### src/rtl/regfile_read_stage_pkg.sv
// Shared constants for the RV32I integer register file read path.
// Datapath width, register index width, instruction field positions and the x0 index.
// The decoder and the hazard unit use the same definitions.
package regfile_read_stage_pkg;

    localparam int unsigned XLEN       = 32;
    localparam int unsigned REG_ADDR_W = 5;

    // LSB positions of the register fields inside an RV32I instruction word
    localparam int unsigned RS1_LSB = 15;
    localparam int unsigned RS2_LSB = 20;
    localparam int unsigned RD_LSB  = 7;

    typedef logic [XLEN-1:0]       word_t;
    typedef logic [REG_ADDR_W-1:0] reg_idx_t;

    localparam reg_idx_t X0 = '0;

endpackage

### src/rtl/operand_bypass_mux.sv
// Source operand select for one register-file read port.
// Ports:
//   idx_i       register index being read
//   rf_data_i   raw register-file read data for idx_i
//   wb_we_i     writeback write enable
//   wb_rd_i     writeback destination index
//   wb_result_i writeback data
//   operand_o   selected operand (combinational)
module operand_bypass_mux
    import regfile_read_stage_pkg::*;
(
    input  logic [REG_ADDR_W-1:0] idx_i,
    input  logic [XLEN-1:0]       rf_data_i,
    input  logic                  wb_we_i,
    input  logic [REG_ADDR_W-1:0] wb_rd_i,
    input  logic [XLEN-1:0]       wb_result_i,
    output logic [XLEN-1:0]       operand_o
);

    // x0 wins over everything: neither the array content nor a write to x0 is trusted.
    // A matching writeback in this cycle has not reached the array yet, so forward it.
    always_comb begin
        operand_o = rf_data_i;
        if (idx_i == X0) begin
            operand_o = '0;
        end else if (wb_we_i && (wb_rd_i == idx_i)) begin
            operand_o = wb_result_i;
        end
    end

endmodule

### src/rtl/regfile_read_stage.sv
// Register-file read stage and ID/EX pipeline register of the RV32I core.
// Ports:
//   clk, rst                      clock and synchronous active-high reset
//   instr_d, pc_d, pcplus4_d,
//   valid_d                       decode-stage slot
//   rf_a1, rf_a2                  register-file read addresses (combinational)
//   rf_rd1, rf_rd2                register-file read data
//   wb_we, wb_rd, wb_result       writeback port, used for same-cycle bypass
//   stall_e, flush_e              hazard-unit control of the ID/EX register
//   rs1_data_e .. valid_e         ID/EX register contents
//   bubble_cnt                    saturating count of flush-inserted bubbles
module regfile_read_stage
    import regfile_read_stage_pkg::*;
#(
    parameter int unsigned CNT_W = 16
) (
    input  logic                  clk,
    input  logic                  rst,
    input  logic [XLEN-1:0]       instr_d,
    input  logic [XLEN-1:0]       pc_d,
    input  logic [XLEN-1:0]       pcplus4_d,
    input  logic                  valid_d,
    output logic [REG_ADDR_W-1:0] rf_a1,
    output logic [REG_ADDR_W-1:0] rf_a2,
    input  logic [XLEN-1:0]       rf_rd1,
    input  logic [XLEN-1:0]       rf_rd2,
    input  logic                  wb_we,
    input  logic [REG_ADDR_W-1:0] wb_rd,
    input  logic [XLEN-1:0]       wb_result,
    input  logic                  stall_e,
    input  logic                  flush_e,
    output logic [XLEN-1:0]       rs1_data_e,
    output logic [XLEN-1:0]       rs2_data_e,
    output logic [REG_ADDR_W-1:0] rs1_e,
    output logic [REG_ADDR_W-1:0] rs2_e,
    output logic [REG_ADDR_W-1:0] rd_e,
    output logic [XLEN-1:0]       instr_e,
    output logic [XLEN-1:0]       pc_e,
    output logic [XLEN-1:0]       pcplus4_e,
    output logic                  valid_e,
    output logic [CNT_W-1:0]      bubble_cnt
);

    logic [REG_ADDR_W-1:0] rs1_idx, rs2_idx, rd_idx;
    logic [XLEN-1:0]       op1, op2;

    logic [XLEN-1:0]       rs1_data_q, rs1_data_d, rs2_data_q, rs2_data_d;
    logic [REG_ADDR_W-1:0] rs1_q, rs1_d, rs2_q, rs2_d, rd_q, rd_d;
    logic [XLEN-1:0]       instr_q, instr_d_n, pc_q, pc_n, pcplus4_q, pcplus4_n;
    logic                  valid_q, valid_n;
    logic [CNT_W-1:0]      bubble_cnt_q, bubble_cnt_d;

    assign rs1_idx = instr_d[RS1_LSB +: REG_ADDR_W];
    assign rs2_idx = instr_d[RS2_LSB +: REG_ADDR_W];
    assign rd_idx  = instr_d[RD_LSB +: REG_ADDR_W];

    assign rf_a1 = rs1_idx;
    assign rf_a2 = rs2_idx;

    operand_bypass_mux u_op1 (
        .idx_i       (rs1_idx),
        .rf_data_i   (rf_rd1),
        .wb_we_i     (wb_we),
        .wb_rd_i     (wb_rd),
        .wb_result_i (wb_result),
        .operand_o   (op1)
    );

    operand_bypass_mux u_op2 (
        .idx_i       (rs2_idx),
        .rf_data_i   (rf_rd2),
        .wb_we_i     (wb_we),
        .wb_rd_i     (wb_rd),
        .wb_result_i (wb_result),
        .operand_o   (op2)
    );

    // Flush beats stall; a stall holds every field including the already-selected operands.
    always_comb begin
        rs1_data_d   = rs1_data_q;
        rs2_data_d   = rs2_data_q;
        rs1_d        = rs1_q;
        rs2_d        = rs2_q;
        rd_d         = rd_q;
        instr_d_n    = instr_q;
        pc_n         = pc_q;
        pcplus4_n    = pcplus4_q;
        valid_n      = valid_q;
        bubble_cnt_d = bubble_cnt_q;
        if (flush_e) begin
            rs1_data_d = '0;
            rs2_data_d = '0;
            rs1_d      = '0;
            rs2_d      = '0;
            rd_d       = '0;
            instr_d_n  = '0;
            pc_n       = '0;
            pcplus4_n  = '0;
            valid_n    = 1'b0;
            if (bubble_cnt_q != {CNT_W{1'b1}}) begin
                bubble_cnt_d = bubble_cnt_q + CNT_W'(1);
            end
        end else if (!stall_e) begin
            rs1_data_d = op1;
            rs2_data_d = op2;
            rs1_d      = rs1_idx;
            rs2_d      = rs2_idx;
            rd_d       = rd_idx;
            instr_d_n  = instr_d;
            pc_n       = pc_d;
            pcplus4_n  = pcplus4_d;
            valid_n    = valid_d;
        end
    end

    always_ff @(posedge clk) begin
        if (rst) begin
            rs1_data_q   <= '0;
            rs2_data_q   <= '0;
            rs1_q        <= '0;
            rs2_q        <= '0;
            rd_q         <= '0;
            instr_q      <= '0;
            pc_q         <= '0;
            pcplus4_q    <= '0;
            valid_q      <= 1'b0;
            bubble_cnt_q <= '0;
        end else begin
            rs1_data_q   <= rs1_data_d;
            rs2_data_q   <= rs2_data_d;
            rs1_q        <= rs1_d;
            rs2_q        <= rs2_d;
            rd_q         <= rd_d;
            instr_q      <= instr_d_n;
            pc_q         <= pc_n;
            pcplus4_q    <= pcplus4_n;
            valid_q      <= valid_n;
            bubble_cnt_q <= bubble_cnt_d;
        end
    end

    assign rs1_data_e = rs1_data_q;
    assign rs2_data_e = rs2_data_q;
    assign rs1_e      = rs1_q;
    assign rs2_e      = rs2_q;
    assign rd_e       = rd_q;
    assign instr_e    = instr_q;
    assign pc_e       = pc_q;
    assign pcplus4_e  = pcplus4_q;
    assign valid_e    = valid_q;
    assign bubble_cnt = bubble_cnt_q;

endmodule

### config.mk
export PLATFORM = sky130hd
export DESIGN_NAME = regfile_read_stage
export DESIGN_NICKNAME = d
export VERILOG_FILES = /design/src/rtl/regfile_read_stage_pkg.sv /design/src/rtl/operand_bypass_mux.sv /design/src/rtl/regfile_read_stage.sv
export SDC_FILE = /design/constraint.sdc
export NUM_CORES = 1
export LEC_CHECK = 0
export BUFFER_PORTS_ARGS = -buffer_cell sky130_fd_sc_hd__buf_2
export CAP_MARGIN = 20
export CORE_AREA = 5 5 156 158
export DETAILED_ROUTE_END_ITERATION = 8
export DIE_AREA = 0 0 161 163
export PLACE_DENSITY = 0.74
export SYNTH_ARGS = -nofsm -noshare
export SYNTH_HDL_FRONTEND = slang
export SYNTH_SLANG_ARGS = --single-unit
### constraint.sdc
create_clock -name clk -period 2.35 [get_ports clk]
set_clock_uncertainty 0.15 [all_clocks]
set_input_delay 0.47 -clock clk [delete_from_list [all_inputs] [get_ports clk]]
set_output_delay 0.47 -clock clk [all_outputs]
set_load 0.05 [all_outputs]
# ---- Word-level counts from Yosys, hierarchy flattened
# Cells that the tools add are included.
dict set report word_totals {
  in_bits 203
  output_inout_bits 202
  regBits 192
  elab_cells 24
}
dict set report op_classes {
  add_sub_neg 1
  n_mux 4
  eq_ne 3
  reduce_logical 6
}
# operator count
set op_table {}
lappend op_table {{32-bit two-way mux} 4}
lappend op_table {{16-bit by 1-bit adder with 16-bit output (second input constant)} 1}
lappend op_table {{16-bit != test (second input constant)} 1}
lappend op_table {{5-bit == test} 2}
lappend op_table {{5-bit logical NOT} 2}
lappend op_table {{1-bit logical AND} 2}
lappend op_table {{2-bit AND reduction} 1}
lappend op_table {{2-bit OR reduction} 1}

# ---- Longest topological paths before layout
# Gate-level depths: netlist of the first run.
dict set report logic_depth {
  word_depth 4
  ltp_mapped 7
  ltp_nobuf 5
}

# ---- Modules after synthesis
# From an unflattened synthesis of the first run, not the netlist that was laid out.
dict set report unflattened {
  cells_unflattened 882
  hier_area_um2 7847.5
}
# mod seq_area_each_um2 area_each_um2 cells_each instances
set modules_own_cells {}
lappend modules_own_cells {regfile_read_stage 3543.4 6556.3 636 1}
lappend modules_own_cells {operand_bypass_mux 0.0 645.6 123 2}

# ---- Worst setup path before layout of the first run
# OpenSTA, ideal clock, no wires.
dict set report synth_path {
  path_kind {register to register}
  from {register bubble_cnt_q[0] (netlist: bubble_cnt[0])}
  to {register bubble_cnt_q[0] (netlist: bubble_cnt[0])}
  path_slack_ns 0.047
  t_arrival_ns 2.032
  required_ns 2.079
  n_path_buf 0
  synth_period_minus_slack_ns 2.303
  setup_time_ns 0.121
  path_stages_with_launch 6
  path_cell_list {dfxtp_1 > ha_1 > nand3_1 > nor3_1 > a21boi_0 > mux2_2}
}
dict set report synth_between {
  elab_chain_cells 2
  elab_cells_between_ends 3
  classes_between {add/sub (1); eq/ne (1); reduce/logical (1)}
}
# item line_no
set synth_lines {}
lappend synth_lines {{from (decl)} regfile_read_stage.sv:51} ;# logic [CNT_W-1:0] bubble_cnt_q, bubble_cnt_d;
lappend synth_lines {{from (signal assigned)} regfile_read_stage.sv:138} ;# bubble_cnt_q <= bubble_cnt_d;
lappend synth_lines {{parallel branches: the longest is 2 deep, another holds 16-bit by 1-bit adder with 16-bit output} n/a}
# Several ways; the timed one is not identified.
# A chain may end at the register's enable or synchronous reset.

# ---- Final worst setup path of the first run
dict set report layout_path {
  from {register bubble_cnt_q[4] (netlist: bubble_cnt[4])}
  to {register bubble_cnt_q[13] (netlist: bubble_cnt[13])}
}
# Same word-level chain as after synthesis.

==> results of run 1 <==
==> per-stage QoR <==
| step | hold slack [ns] | total power, mW |
|---|---|---|
| final | 0.1113 | 7.244 |
| after floorplan | 0.4639 | 3.961 |
| after CTS | 0.09475 | 7.344 |
| after detailed placement | 0.3036 | 4.390 |
| after global placement | 0.2967 | 4.378 |
| after global routing | 0.09680 | 7.563 |
==> layout by cell type, fill, tap and decap left out, types with 2 or more instances in the layout <==
| cell type | count |
|---|---|
| sky130_fd_sc_hd__or2_2 | 3 |
| sky130_fd_sc_hd__o211ai_1 | 65 |
| sky130_fd_sc_hd__mux2i_1 | 99 |
| sky130_fd_sc_hd__a21oi_4 | 2 |
| sky130_fd_sc_hd__inv_8 | 2 |
| sky130_fd_sc_hd__a211oi_1 | 2 |
| sky130_fd_sc_hd__nand3_1 | 5 |
| sky130_fd_sc_hd__inv_6 | 5 |
| sky130_fd_sc_hd__xnor2_1 | 2 |
| sky130_fd_sc_hd__nor2b_1 | 5 |
| sky130_fd_sc_hd__nor3_1 | 4 |
| sky130_fd_sc_hd__nand4_1 | 68 |
| sky130_fd_sc_hd__o311ai_0 | 3 |
| sky130_fd_sc_hd__and2_1 | 4 |
| sky130_fd_sc_hd__clkbuf_16 | 17 |
| sky130_fd_sc_hd__buf_2 | 403 |
| sky130_fd_sc_hd__dfxtp_1 | 177 |
| sky130_fd_sc_hd__clkinv_8 | 5 |
| sky130_fd_sc_hd__nor4_4 | 3 |
| sky130_fd_sc_hd__or3_1 | 4 |
| sky130_fd_sc_hd__o21ai_0 | 3 |
| sky130_fd_sc_hd__buf_12 | 10 |
| sky130_fd_sc_hd__mux2_2 | 5 |
| sky130_fd_sc_hd__o41ai_1 | 4 |
| sky130_fd_sc_hd__a21oi_1 | 7 |
| sky130_fd_sc_hd__nand2_1 | 137 |
| sky130_fd_sc_hd__nor2_1 | 106 |
| sky130_fd_sc_hd__inv_1 | 5 |
| sky130_fd_sc_hd__xor2_1 | 8 |
| sky130_fd_sc_hd__buf_4 | 10 |
| sky130_fd_sc_hd__inv_12 | 3 |
==> where the power goes <==
part           internal, mW  switching, mW
Sequential             3.09         0.0543
Combinational         0.361          0.801
Clock                  1.48           1.46
==> worst paths after layout <==
path	start	endpoint	slack (ns)	depth (start not counted)
hold reg to reg	rs1_data_e[11]$_SDFFE_PP0N_	rs1_data_e[11]$_SDFFE_PP0N_	0.32	2
setup reg to reg	bubble_cnt[4]$_SDFFE_PP0P_	bubble_cnt[13]$_SDFFE_PP0P_	0.37	4
hold / removal	pcplus4_d[8]	pcplus4_e[8]$_SDFFE_PP0N_	0.11	3
setup / recovery	bubble_cnt[4]$_SDFFE_PP0P_	bubble_cnt[13]$_SDFFE_PP0P_	0.37	4
==> logic make-up after synthesis <==
kind of cell | count (synthesis)
adders and majority gates | 1
buffers and inverters | 94
DFF | 177
AOI/OAI and AO/OA | 90
muxes | 104
and+or+nand+nor | 348
xor gates and xnor gates | 10
==> final cells by class <==
type / instances / area, sq um / area share (%)
clock buffer: 17 / 425.4 / 4.128
clock inverter: 15 / 196.4 / 1.906
inverter: 5 / 18.77 / 0.1821
multi-input combinational: 553 / 3466 / 33.63
sequential: 177 / 3543 / 34.39
tap: 290 / 362.8 / 3.521
timing repair buffer: 423 / 2292 / 22.24
==> flip-flops by register name, summed over array words and instances (netlist names) <==
signal	cells
bubble_cnt	16
rs1_e	4
rs1_data_e	32
valid_e	1
pcplus4_e	32
rs2_data_e	32
rs2_e	4
pc_e	32
rd_e	4
instr_e	20
==> worst max-delay path: stages (launching register included) <==
cell,delay [ns]
sky130_fd_sc_hd__dfxtp_1,0.48
sky130_fd_sc_hd__nand4_4,0.21
sky130_fd_sc_hd__or4_4,0.60
sky130_fd_sc_hd__or3_1,0.32
sky130_fd_sc_hd__a21oi_1,0.14
==> routing by layer <==
layer / global-route usage (%) / vias up / routed length (microns)
met5: 0 / - / 7
met4: 5.855 / 2 / 567
met3: 6.808 / 36 / 2325
met2: 31.68 / 345 / 12460
met1: 22.50 / 3441 / 10180
li1: - / 3567 / -
==> results.py, run 1 <==
metrics = {
    "outcome": {
        "outcome": "complete, no violations",
    },
    "placement": {
        "place.gp.congestion": 0.8455,
        "dpl_cell_area_sq_um": 9683,
        "portBuffers": 404,
        "place_ws_ns": 0.2630,
        "placed_cells": 1448,
        "hpwlAfterDp_mm": 19.39,
    },
    "final_layout": {
        "net_count_of_the_finished_layout": 1381,
        "fraction_of_final_layout_cells_with_drive_strength_greater_than_1_pct": 39.83,
        "post-route-util_pct": 44.84,
        "instances_no_fill": 1480,
        "layout.cell_area.non_filler_sq_um": 10300,
        "syn_to_final_growth_pct": 38.37,
        "diodes": 0,
        "number_of_filler_cells_placed_in_the_layout": 2269,
    },
    "clock_tree": {
        "cts_sinks": 177,
        "worst_setup_hold_path_clk_slew_ns": 0.09,
        "tritoncts_buffer_count": 17,
        "worst_skew_pair_latency_ns": 0.42,
        "post_cts_setup_buffers": 0,
        "ctsHoldBuffers": 0,
        "cts.htree.levels": 4,
        "root_buffer": "sky130_fd_sc_hd__clkbuf_16",
        "post_cts_resized": 0,
        "clockBufferDepth": 2,
        "cts_tree": "done",
    },
    "synthesis": {
        "synthDistinctLibCells": 41,
        "adder_cell_area_share_of_the_yosys_netlist_pct": 0.1680,
        "synth_largest_type_area_fraction_pct": 47.58,
        "syn_inst": 824,
        "synth_compound_area_share_pct": 8.955,
        "yosys_warnings": 0,
        "synth-edff-count": 0,
        "synthSimpleGateAreaFrac_pct": 21.61,
        "synth.yosys.seq_area_share_pct": 47.58,
        "postSynthRegisterBits": 177,
        "ys_dominant_reg_cell": "sky130_fd_sc_hd__dfxtp_1",
        "synth_top_family_by_area": "simple AND/OR/NAND/NOR gates",
        "async_reset_ff_share_pct": 0,
        "synth_top_area_cell": "sky130_fd_sc_hd__dfxtp_1",
        "muxShareOfSynthArea_pct": 14.06,
        "yosys.area_share.xor_xnor_pct": 1.176,
        "list_of_most_frequent_post_synthesis_cells": "177 x sky130_fd_sc_hd__dfxtp_1, 137 x sky130_fd_sc_hd__nand2_1, 107 x sky130_fd_sc_hd__nor2_1",
        "summed_instance_area_of_the_synthesized_netlist_sq_um": 7447,
        "avgSynthCellArea_sq_um": 9.038,
        "syn_nets": 1028,
        "post-synth-top-count-cell": "sky130_fd_sc_hd__dfxtp_1",
        "synth.top_cells.by_area": "sky130_fd_sc_hd__dfxtp_1 48%, sky130_fd_sc_hd__mux2i_1 13%, sky130_fd_sc_hd__nand2_1 6.9%",
    },
    "routing": {
        "detailroute.via_count": 7391,
        "dr.first_iter.drc_count": 499,
        "drt_drc_violations_left": 0,
        "finalWirelength_mm": 25.54,
        "drt_pre_antenna_iters": 5,
        "post_drt_via_cell_ratio": 4.994,
        "drt.antenna.violating_nets": 0,
        "post_drt_wl_per_cell_microns": 17.25,
    },
    "critical_path": {
        "critical_path.max_fanout": 10,
        "end_kind": "flip-flop",
        "timing.critical_path.required_ns": 2.55,
        "worst-setup-path-type": "flip-flop to flip-flop",
        "setup.worst_path.start_class": "flip-flop",
        "critPathArrivalTime_ns": 2.18,
    },
    "die": {
        "ios": 405,
        "die_h_microns": 163,
        "floorplan.core_area_sq_um": 22980,
        "floorplan.initialDensity_pct": 32.40,
        "floorplan.die.width_microns": 161,
        "die_area_sq_um": 26240,
        "row_count": 56,
    },
    "power_and_ir_drop": {
        "vdd.ir_drop.worst_mv": 0.4076,
        "leakage_nw": 4.899,
        "cellPowerDensity_nw_per_um2": 703.0,
    },
    "job": {
        "cap_violations": 0,
    },
    "global_routing": {
        "grt_remaining_overflow": 0,
        "grt_pass1_vias": 7341,
        "grt_antenna_before_repair": 1,
        "grt_first_pass_wirelength_mm": 39.60,
        "grt.total_usage_pct": 18.80,
        "grt_start_max_net_pins": 95,
    },
    "sta": {
        "timing_max_transition_violations_final": 0,
        "final_period_minus_worst_setup_slack_ns": 1.981,
        "slew_at_the_pin_closest_to_its_max_slew_limit_ns": 0.5129,
        "timing.final.hold_violations": 0,
        "max_freq_mhz": 504.8,
        "grt_setup_unrepaired": "false",
        "setup_tns_ns": 0,
        "finalCritPeriodShare_pct": 84.29,
        "relative_slew_slack_pct": 65.55,
        "setup_ws_ns": 0.3692,
        "setup_viol": 0,
    },
    "hold_path": {
        "min-delay-path-class": "input pin to flip-flop",
    },
}
Power figures use the tool's default switching activity.
==> run 2: changes to the inputs <==
--- a/config.mk
+++ b/config.mk
@@ -7,10 +7,10 @@
 export LEC_CHECK = 0
 export BUFFER_PORTS_ARGS = -buffer_cell sky130_fd_sc_hd__buf_2
 export CAP_MARGIN = 20
-export CORE_AREA = 5 5 156 158
+export CORE_AREA = 5 5 154 156
 export DETAILED_ROUTE_END_ITERATION = 8
-export DIE_AREA = 0 0 161 163
-export PLACE_DENSITY = 0.74
+export DIE_AREA = 0 0 159 161
+export PLACE_DENSITY = 0.78
 export SYNTH_ARGS = -nofsm -noshare
 export SYNTH_HDL_FRONTEND = slang
 export SYNTH_SLANG_ARGS = --single-unit
==> constraint.sdc (replaced) <==
create_clock -name clk -period 1.8 [get_ports clk]
set_clock_uncertainty 0.15 [all_clocks]
set_input_delay 0.36 -clock clk [delete_from_list [all_inputs] [get_ports clk]]
set_output_delay 0.36 -clock clk [all_outputs]
set_load 0.05 [all_outputs]
==> run 2 against run 1 <==
  * Routed wire length rose by 5.0%
  * Cell count rose by 3.2%
  * Critical path depth did not move
  * Critical endpoint is now bubble_cnt[11]$_SDFFE_PP0P_
==> results.py, run 2 (synthesis gave the netlist of run 1 again) <==
metrics = {
    "sta": {
        "finalCritPeriodShare_pct": 98.66,
        "timing_max_transition_violations_final": 0,
        "final_period_minus_worst_setup_slack_ns": 1.776,
        "hold_slack_ns": 0.02341,
        "timing.final.hold_violations": 0,
        "max_freq_mhz": 563.1,
        "setup_viol": 0,
        "slew_at_the_pin_closest_to_its_max_slew_limit_ns": 0.5597,
        "relative_slew_slack_pct": 62.69,
        "grt_setup_unrepaired": "true",
    },
    "placement": {
        "place.gp.congestion": 0.9125,
        "hpwlAfterDp_mm": 20.25,
        "portBuffers": 404,
    },
    "power_and_ir_drop": {
        "leakage_nw": 5.185,
        "cellPowerDensity_nw_per_um2": 871.1,
        "vdd.ir_drop.worst_mv": 0.6588,
        "total_power_draw_mw": 9.469,
    },
    "clock_tree": {
        "cts_sinks": 177,
        "tritoncts_buffer_count": 17,
        "cts_tree": "done",
        "cts.htree.levels": 4,
        "clockBufferDepth": 2,
        "worst_skew_pair_latency_ns": 0.42,
        "root_buffer": "sky130_fd_sc_hd__clkbuf_16",
        "worst_setup_hold_path_clk_slew_ns": 0.08,
    },
    "final_layout": {
        "diodes": 0,
        "net_count_of_the_finished_layout": 1434,
        "number_of_filler_cells_placed_in_the_layout": 2061,
        "layout_common_cells": "403 x sky130_fd_sc_hd__buf_2, 161 x sky130_fd_sc_hd__dfxtp_1, 137 x sky130_fd_sc_hd__nand2_1",
        "layout.area.seq_sq_um": 3596,
        "fraction_of_final_layout_cells_with_drive_strength_greater_than_1_pct": 42.48,
        "multi_input_logic_area_sq_um": 3528,
        "syn_to_final_growth_pct": 45.97,
        "final_common_cell": "sky130_fd_sc_hd__buf_2",
    },
    "critical_path": {
        "r2r.worst_path.cells": 4,
        "end_kind": "flip-flop",
        "critical_path.max_fanout": 8,
        "worst_path_max_delay_cell": "sky130_fd_sc_hd__or4b_2",
        "setup.worst_path.start_class": "flip-flop",
        "cpPeakStageDelay_ns": 0.63,
        "critPathArrivalTime_ns": 1.98,
        "endpoint_of_the_worst_slack_reg_to_reg_timing_path": "bubble_cnt[11]$_SDFFE_PP0P_",
        "worst-setup-path-type": "flip-flop to flip-flop",
        "reg2reg_setup_slack_ns": 0.02,
        "worstSetupStartpoint": "bubble_cnt[3]$_SDFFE_PP0P_",
        "timing.critical_path.cells": "nand4_1 > or2_2 > or4b_2 > a21oi_2",
        "timing.critical_path.required_ns": 2.00,
        "rr_startpoint": "bubble_cnt[3]$_SDFFE_PP0P_",
    },
    "die": {
        "floorplan.die.width_microns": 159,
        "ios": 405,
        "floorplan.initialDensity_pct": 33.50,
        "floorplan.core_area_sq_um": 22230,
        "row_count": 55,
        "die_h_microns": 161,
        "die_area_sq_um": 25600,
    },
    "routing": {
        "dr.first_iter.drc_count": 665,
        "finalWirelength_mm": 26.81,
        "drt.antenna.violating_nets": 0,
        "post_drt_wl_per_cell_microns": 17.54,
        "drt_drc_violations_left": 0,
        "post_drt_via_cell_ratio": 5.052,
        "detailroute.via_count": 7720,
        "drt_pre_antenna_iters": 5,
    },
    "hold_path": {
        "min-delay-path-class": "input pin to flip-flop",
        "min_delay_path_depth": 3,
        "min_delay_worst_endpoint": "instr_e[13]$_SDFFE_PP0N_",
        "min_from": "instr_d[13]",
    },
    "job": {
        "cap_violations": 0,
    },
    "global_routing": {
        "grt_remaining_overflow": 0,
        "grt_pass1_vias": 7742,
        "grt_start_max_net_pins": 96,
        "grt_first_pass_wirelength_mm": 41.70,
        "grt.total_usage_pct": 19.88,
        "grt_antenna_before_repair": 0,
    },
    "outcome": {
        "outcome": "complete, no violations",
    },
}
[run 2: cell types whose count changed in the layout (fill, tap and decap cells not counted), sizes merged]
cell | before | now
nand4 | 69 | 70
clkinv | 5 | 7
dlygate4sd3 | 0 | 22
inv | 15 | 12
clkinvlp | 0 | 1
buf | 423 | 453
[run 2: worst max path at each step]
stage,end,slack (ns),cells past startpoint
6_report,bubble_cnt[11]$_SDFFE_PP0P_,0.02,4
5_1_grt,bubble_cnt[11]$_SDFFE_PP0P_,-0.03,4
4_1_cts,bubble_cnt[0]$_SDFFE_PP0P_,0.06,5
3_5_place_dp,rs1_data_e[9]$_SDFFE_PP0N_,-0.32,6
3_3_place_gp,rs1_data_e[0]$_SDFFE_PP0N_,-0.28,6
2_1_floorplan,bubble_cnt[14]$_SDFFE_PP0P_,-0.08,5
[run 2: layout make-up]
cell class / count / area share (%)
Inverter: 5 / 0.1727
Clock buffer: 17 / 3.913
Clock inverter: 15 / 1.680
Tap cell: 285 / 3.280
Sequential cell: 177 / 33.08
Timing Repair Buffer: 475 / 25.41
Multi-Input combinational cell: 554 / 32.46
[run 2: routing by layer]
metal / share of wire [%] / vias up / track usage (%)
li1: - / 3690 / -
met1: 39 / 3570 / 23.23
met2: 50 / 411 / 34.96
met3: 8.9 / 49 / 6.175
met4: 2.0 / 0 / 6.126
met5: 0 / - / 0
[run 2: timing repair]
action / CTS / global route
hold buffers: 22 / 0
setup buffers: 0 / 4
endpoints found under the hold margin: 22 / 0
endpoints found under the setup margin: 0 / 6
resized for setup: 0 / 6
[run 2: through the flow]
| step | TNS (ns) | setup WS, ns | util, % | area (sq um) | std cells |
|---|---|---|---|---|---|
| floorplan | -0.1102 | -0.07867 | - | 7547 | 824 |
| CTS | 0 | 0.05815 | 48.57 | 10800 | 1523 |
| detailed placement | -17.10 | -0.3170 | 44.84 | 9967 | 1469 |
| finish | 0 | 0.02412 | 48.91 | 10870 | 1528 |
| global placement | -14.83 | -0.2809 | 44.84 | 9967 | 1469 |
| global route | -0.04726 | -0.02796 | 48.91 | 10870 | 1528 |
[run 2: critical path, delay by kind of cell, from the launching register on]
| family | cells | cell delay [ns] |
|---|---|---|
| AOI/OAI and AO/OA | 1 | 0.14 |
| DFF | 1 | 0.38 |
| and+or+nand+nor | 3 | 1.04 |
[run 2: report_power, final]
group / switching (mW) / internal (mW)
Clock: 1.87 / 1.90
Sequential: 0.0742 / 4.02
Combinational: 1.07 / 0.541
